--- src/rtl/loctag_pkg.sv ---
// loctag_pkg: shared ADC frame constants, frame-state type and helpers for the loctag front end
package loctag_pkg;
    localparam int ADC_FRAME_BITS = 16;
    localparam int ADC_LEAD_ZEROS = 4;
    localparam int ADC_W          = ADC_FRAME_BITS - ADC_LEAD_ZEROS;

    typedef enum logic [1:0] {IDLE, CONV, DONE} adc_state_t;

    function automatic logic [ADC_W-1:0] max_u(input logic [ADC_W-1:0] a, input logic [ADC_W-1:0] b);
        return a > b ? a : b;
    endfunction
endpackage

--- src/rtl/adc_trig_detect_if.sv ---
// adc_trig_detect_if: serial RSS ADC bus (chip select, serial clock, serial data)
interface adc_trig_detect_if;
    logic adc_cs;
    logic adc_clk;
    logic adc_so;

    modport master(output adc_cs, output adc_clk, input adc_so);
    modport slave(input adc_cs, input adc_clk, output adc_so);
endinterface

--- src/rtl/adc_spi_rx.sv ---
// adc_spi_rx: paces ADC frames at a fixed rate and deserialises each 16-bit frame into a 12-bit sample
module adc_spi_rx
    import loctag_pkg::*;
#(
    parameter int CLK_DIV       = 1,
    parameter int SAMPLE_PERIOD = 50
) (
    input  logic               clk,
    input  logic               reset_n,
    input  logic               en,
    adc_trig_detect_if.master  adc,
    output logic [ADC_W-1:0]   sample,
    output logic               sample_valid
);
    localparam int PW = $clog2(SAMPLE_PERIOD);
    localparam int DW = $clog2(CLK_DIV + 1);

    adc_state_t       state, state_nx;
    logic [PW-1:0]    pcnt;
    logic [DW-1:0]    dcnt;
    logic [4:0]       bcnt;
    logic [ADC_W-1:0] shift;
    logic             start, tick, rise, last;

    assign start = en && pcnt == '0 && state == IDLE;
    assign tick  = dcnt == DW'(CLK_DIV - 1);
    assign rise  = state == CONV && tick && !adc.adc_clk;
    assign last  = rise && bcnt == 5'(ADC_FRAME_BITS - 1);

    // frame engine next state: IDLE -> CONV on frame start, CONV -> DONE after 16th rising edge
    always_comb begin
        state_nx = state;
        case (state)
            IDLE:    state_nx = start ? CONV : IDLE;
            CONV:    state_nx = last ? DONE : CONV;
            default: state_nx = IDLE;
        endcase
    end

    // frame engine state register
    always_ff @(posedge clk or negedge reset_n) begin
        if (!reset_n) state <= IDLE;
        else          state <= state_nx;
    end

    // period counter free-runs while enabled and parks at 0 otherwise
    always_ff @(posedge clk or negedge reset_n) begin
        if (!reset_n)  pcnt <= '0;
        else if (!en)  pcnt <= '0;
        else           pcnt <= pcnt == PW'(SAMPLE_PERIOD - 1) ? '0 : pcnt + 1'b1;
    end

    // serial clock generation, bit capture on adc_clk rising edges and sample hand-off
    always_ff @(posedge clk or negedge reset_n) begin
        if (!reset_n) begin
            adc.adc_cs   <= 1'b1;
            adc.adc_clk  <= 1'b1;
            dcnt         <= '0;
            bcnt         <= '0;
            shift        <= '0;
            sample       <= '0;
            sample_valid <= 1'b0;
        end else begin
            adc.adc_cs   <= state_nx == IDLE;
            sample_valid <= state == DONE;
            if (state == DONE) sample <= shift;
            if (start) begin
                dcnt <= '0;
                bcnt <= '0;
            end else if (state == CONV) begin
                dcnt <= tick ? '0 : dcnt + 1'b1;
                if (tick) adc.adc_clk <= ~adc.adc_clk;
                if (rise) begin
                    shift <= {shift[ADC_W-2:0], adc.adc_so};
                    bcnt  <= bcnt + 1'b1;
                end
            end
        end
    end
endmodule

--- src/rtl/adc_trig_detect.sv ---
// adc_trig_detect: ADC front end with hysteresis/debounce packet-present detection and peak RSS hold
module adc_trig_detect
    import loctag_pkg::*;
#(
    parameter int               CLK_DIV       = 1,
    parameter int               SAMPLE_PERIOD = 50,
    parameter logic [ADC_W-1:0] TH_HI         = 12'd1200,
    parameter logic [ADC_W-1:0] TH_LO         = 12'd1000,
    parameter int               ON_COUNT      = 3,
    parameter int               OFF_COUNT     = 8
) (
    input  logic               clk,
    input  logic               reset_n,
    input  logic               en,
    adc_trig_detect_if.master  adc,
    output logic [ADC_W-1:0]   sample,
    output logic               sample_valid,
    output logic               trig,
    output logic               trig_rise,
    output logic [ADC_W-1:0]   rss
);
    localparam int CW = $clog2((ON_COUNT > OFF_COUNT ? ON_COUNT : OFF_COUNT) + 1);

    logic [CW-1:0] on_cnt, off_cnt, on_inc, off_inc;
    logic          hi, lo;

    assign hi      = sample >= TH_HI;
    assign lo      = sample < TH_LO;
    assign on_inc  = on_cnt == '1 ? on_cnt : on_cnt + 1'b1;
    assign off_inc = off_cnt == '1 ? off_cnt : off_cnt + 1'b1;

    adc_spi_rx #(
        .CLK_DIV      (CLK_DIV),
        .SAMPLE_PERIOD(SAMPLE_PERIOD)
    ) u_rx (
        .clk         (clk),
        .reset_n     (reset_n),
        .en          (en),
        .adc         (adc),
        .sample      (sample),
        .sample_valid(sample_valid)
    );

    // debounced trig with separate on/off thresholds; rss tracks the packet peak and holds after it ends
    always_ff @(posedge clk or negedge reset_n) begin
        if (!reset_n) begin
            trig      <= 1'b0;
            trig_rise <= 1'b0;
            rss       <= '0;
            on_cnt    <= '0;
            off_cnt   <= '0;
        end else if (!en) begin
            trig      <= 1'b0;
            trig_rise <= 1'b0;
            on_cnt    <= '0;
            off_cnt   <= '0;
        end else begin
            trig_rise <= 1'b0;
            if (sample_valid && !trig) begin
                on_cnt <= hi ? on_inc : '0;
                if (hi && on_inc == CW'(ON_COUNT)) begin
                    trig      <= 1'b1;
                    trig_rise <= 1'b1;
                    rss       <= sample;
                    on_cnt    <= '0;
                end
            end else if (sample_valid) begin
                off_cnt <= lo ? off_inc : '0;
                rss     <= max_u(rss, sample);
                if (lo && off_inc == CW'(OFF_COUNT)) begin
                    trig    <= 1'b0;
                    off_cnt <= '0;
                end
            end
        end
    end
endmodule

--- src/flat_wrapper.sv ---
// flat-port wrapper written by rule: the top's interface ports become plain ports
module adc_trig_detect_flat import loctag_pkg::*;
#(
    parameter int               CLK_DIV       = 1,
    parameter int               SAMPLE_PERIOD = 50,
    parameter logic [ADC_W-1:0] TH_HI         = 12'd1200,
    parameter logic [ADC_W-1:0] TH_LO         = 12'd1000,
    parameter int               ON_COUNT      = 3,
    parameter int               OFF_COUNT     = 8
)
  (clk, reset_n, en, sample, sample_valid, trig, trig_rise, rss, adc_adc_cs, adc_adc_clk, adc_adc_so);
  adc_trig_detect_if adc_i ();
  input  logic clk;
  input  logic reset_n;
  input  logic en;
  output logic [ADC_W-1:0] sample;
  output logic sample_valid;
  output logic trig;
  output logic trig_rise;
  output logic [ADC_W-1:0] rss;
  output wire logic [$bits(adc_i.adc_cs)-1:0] adc_adc_cs;
  output wire logic [$bits(adc_i.adc_clk)-1:0] adc_adc_clk;
  input wire logic [$bits(adc_i.adc_so)-1:0] adc_adc_so;
  assign adc_adc_cs = adc_i.adc_cs;
  assign adc_adc_clk = adc_i.adc_clk;
  assign adc_i.adc_so = adc_adc_so;
  adc_trig_detect #(.CLK_DIV(CLK_DIV), .SAMPLE_PERIOD(SAMPLE_PERIOD), .TH_HI(TH_HI), .TH_LO(TH_LO), .ON_COUNT(ON_COUNT), .OFF_COUNT(OFF_COUNT)) u_core (.clk(clk), .reset_n(reset_n), .en(en), .adc(adc_i), .sample(sample), .sample_valid(sample_valid), .trig(trig), .trig_rise(trig_rise), .rss(rss));
endmodule
--- config.mk ---
export PLATFORM = sky130hd
export DESIGN_NAME = adc_trig_detect_flat
export DESIGN_NICKNAME = d
export VERILOG_FILES = /design/src/rtl/loctag_pkg.sv /design/src/rtl/adc_trig_detect_if.sv /design/src/rtl/adc_spi_rx.sv /design/src/rtl/adc_trig_detect.sv /design/src/flat_wrapper.sv
export SDC_FILE = /design/constraint.sdc
export NUM_CORES = 1
export LEC_CHECK = 0
export ABC_AREA = 0
export BUFFER_PORTS_ARGS = -buffer_cell sky130_fd_sc_hd__buf_2
export CORE_ASPECT_RATIO = 1.2
export CORE_MARGIN = 2
export CORE_UTILIZATION = 40
export DETAILED_ROUTE_END_ITERATION = 8
export SETUP_SLACK_MARGIN = 0.5
export SLEW_MARGIN = 20
export SYNTH_ARGS = -nofsm -noshare
export SYNTH_HDL_FRONTEND = slang
export SYNTH_SLANG_ARGS = --single-unit
--- constraint.sdc ---
create_clock -name clk -period 2 [get_ports clk]
set_input_delay 0 -clock clk [delete_from_list [all_inputs] [get_ports clk]]
set_output_delay 0 -clock clk [all_outputs]
set_load 0.02 [all_outputs]
==> key figures <==
Drt
  – WL met1: a little over 3000 um
  – Via Count: 2,406
  – Antenna Nets Post-Route: 0
  – WL met3: approximately 240 um
  – Wire length per cell: about 14 um
  – DR pass1 iterations: 4
  – Drt drc: 0
  – Post-DR vias/cell: 5.076
  – Top layer in use: met4
  – Final wirelength: 6834 um
  – Met2 routed WL: 3423 um
  – DR iter-0 viols: between 100 and 150

Critical path
  – Reg2Reg Setup Slack: -0.06 ns
  – FF-to-FF path depth: 7
  – Setup crit end kind: flip-flop
  – Crit. Startpoint: u_core.u_rx.sample[9]$_DFFE_PN0P_
  – Setup CP Type: flip-flop to flip-flop
  – Reg-to-Reg Start: u_core.u_rx.sample[9]$_DFFE_PN0P_
  – Capturing point of the worst reg2reg path: u_core.rss[8]$_DFFE_PN0P_
  – CP max FO: 6
  – CP required: between 2 and 2.5 ns
  – Crit path arrival time: 2.28 ns
  – CP startpoint kind: flip-flop

Synthesis
  – Fraction of registers with async set/reset: between 90% and 100%
  – Synth Cell Area: around 0.003 mm^2
  – Seq/Total Area, Yosys: approximately half
  – Mux share of post-synthesis cell area: 10.80%
  – Synth Area in XOR/XNOR: 2.291%
  – Largest family of logic cells by synthesized area: simple AND/OR/NAND/NOR gates
  – Top cell type's share of synthesized area: 49.10%
  – Most frequent cell after synthesis: dfrtp_1
  – Dominant cell type by area after synthesis: dfrtp_1
  – Ys Warns: 0
  – Adder-Cell Fraction of Synth Area: under 10%
  – Post-synth top cells: dfrtp_1, nand2_1, o21ai_0, nor2_1
  – Leading register cell type out of synthesis: dfrtp_1
  – Simple-gate share of the synthesized area: a little over an eighth
  – Syn_nets: a little under 300
  – Yosys cell types: 51
  – Compound-cell area share of the yosys netlist: 10.97%
  – Post-synthesis cell count: roughly 280
  – Post-synth EDFFs: 0
  – #FFs+latches synth: 62
  – Synth area leaders: dfrtp_1, ha_1, mux2_2, mux2_4, o21ai_0
  – Syn_area_per_cell: approximately 11 um^2

Floorplan
  – Rows: 34
  – Die ar.: 0.008363 mm^2
  – Top Ports: 33
  – DIE HEIGHT: 99.78 um
  – Core footprint: 0.007317 mm^2
  – Die width: 83.82 um
  – Initial Utilization: between 40% and 50%

Clocking
  – Clk_lat worst skew: 0.33 ns
  – H-Tree Depth: 3
  – CTS tree: yes
  – CTS Buf Count: 9
  – Clk sinks: 62
  – CTS clk-pin slew, worst paths: 0.07 ns
  – Clk root buf: clkbuf_8
  – Clock Tree Buf Depth: 2

Outcome
  – Status: finished, violations left
  – Failing checks: setup timing

Timing
  – PnR worst setup slack: -0.06427 ns
  – Fmax: a little under 500 MHz
  – Endpoints failing setup: 12
  – Hold_ws: between 0.015 and 0.02 ns
  – RSZ-0062 raised after global routing: true
  – Tightest Pin Transition: ~0.45 ns
  – Fin crit share: 103.2%
  – Clock Skew: roughly 0.0056 ns
  – Slew Limit Fails: 0
  – Max-slew headroom: between 60% and 70%
  – Post-layout min period: ~2.1 ns
  – Setup TNS: -0.6574 ns
  – Final hold vios: 0

Hold path
  – Hold Path End: u_core.off_cnt[2]$_DFFE_PN0P_
  – Hold Crit Depth: 3
  – Type of the most critical hold path: primary input to flip-flop
  – Hold_sp: en

Global route
  – Wire length of the first global-routing pass: 11,490 um
  – Total GRT Usage: between 15 and 20%
  – Initial antenna violation count: 0
  – GRT overflow: 0
  – Vias in the first global route: ~2,400
  – Largest net degree at the start of global routing: 32

Power and ir drop
  – Pleak: slightly above 2 nW
  – PD cells: 800.2 mW/mm^2
  – Peak VDD IR: roughly 0.0006 V

Placed design
  – DP HPWL: between 4000 and 5000 um
  – Final RePlAce weighted congestion: 0.8723
  – Port buffer count: 32
  – DP Cell Count: 434

Layout
  – Layout Nets: 402
  – Area Overhead vs Synth: 42.31%
  – Fin cells: 474
  – # diodes: 0
  – Core Util, Final: between 50% and 60%
  – Share of cells above drive strength 1: 50.26%

Run
  – Max-cap viol count: 0
-- worst max-delay path by stage --
stage	to	slack [ns]	depth (start not counted)
floorplan	u_core.rss[5]$_DFFE_PN0P_	-0.11	8
global placement	u_core.rss[5]$_DFFE_PN0P_	-0.04	7
detailed placement	u_core.rss[4]$_DFFE_PN0P_	-0.08	8
CTS	u_core.rss[7]$_DFFE_PN0P_	-0.09	7
global route	u_core.rss[7]$_DFFE_PN0P_	-0.15	8
finish	u_core.rss[8]$_DFFE_PN0P_	-0.06	7
-- cell type report --
class / instances / area, um^2
fill: 616 / 2965
multi-input combinational: 187 / 1665
sequential: 62 / 1567
timing repair buffer: 100 / 745.7
clock buffer: 16 / 190.2
tap: 90 / 112.6
inverter: 19 / 71.32
-- through the flow --
step           area, um^2  total power [mW]  setup slack, ns
5_1_grt              4352             3.688          -0.1538
3_5_place_dp         3720             2.345         -0.07538
3_3_place_gp         3720             2.329         -0.03937
2_1_floorplan        3143             2.141          -0.1053
4_1_cts              4183             3.483         -0.09129
6_report             4352             3.482         -0.06427
-- repair_timing --
item,in CTS,in global routing
cloned,0,0
pin swaps,21,21
hold endpoints to repair,19,0
gates resized for setup,29,27
setup buffers,14,8
endpoints found under the setup margin,36,33
hold buffers,2,0
-- flip-flops by register name (all words and copies together), names as in the netlist --
name                      count
u_core.off_cnt                4
u_core.on_cnt                 4
u_core.rss                   12
u_core.trig                   1
u_core.trig_rise              1
u_core.u_rx.adc.adc_clk       1
u_core.u_rx.adc.adc_cs        1
u_core.u_rx.bcnt              5
u_core.u_rx.pcnt              6
u_core.u_rx.sample           12
u_core.u_rx.sample_valid      1
u_core.u_rx.shift            12
u_core.u_rx.state             2
-- placed cells by master, fill, tap and decap left out, drive strengths merged, types with 3 or more instances in the layout --
| cell | Yosys | final |
|---|---|---|
| ha | 19 | 19 |
| nand4 | 5 | 5 |
| nand2 | 25 | 25 |
| dfrtp | 60 | 60 |
| inv | 19 | 19 |
| xor2 | 4 | 4 |
| nor3 | 3 | 3 |
| and3 | 4 | 4 |
| nand2b | 3 | 3 |
| nand3 | 8 | 8 |
| a21oi | 10 | 10 |
| nor2b | 3 | 3 |
| mux2 | 26 | 26 |
| clkbuf | 4 | 16 |
| nor2 | 21 | 21 |
| o21ai | 22 | 22 |
| buf | 3 | 98 |
| xnor2 | 4 | 4 |
-- per-layer routing --
metal / up-vias / track usage (%)
met3: 13 / 3.125
met1: 1167 / 23.09
met2: 51 / 27.26
met5: - / 0
met4: 0 / 7.196
li1: 1175 / -
-- where the power goes --
part           internal, mW  leakage, nW  switching [mW]
sequential             1.49        0.780           0.150
clock                 0.589       0.0970           0.460
combinational         0.444         1.19           0.354
-- cell families after synthesis --
kind of cell             Yosys count
AO/OA/AOI/OAI                     51
XOR/XNOR                           8
adder cells (fa/ha/maj)           19
buffers and inverters             26
flip-flops                        62
multiplexers                      26
AND/OR/NAND/NOR                   83
-- critical path, stage by stage (launching register included) --
cell and delay [ns]:
dfrtp_2 0.36, inv_1 0.07, ha_4 0.27, nand4_1 0.16
o2111a_1 0.32, a211oi_4 0.28, buf_6 0.19, mux2_4 0.30
Power figures use the tool's default switching activity.
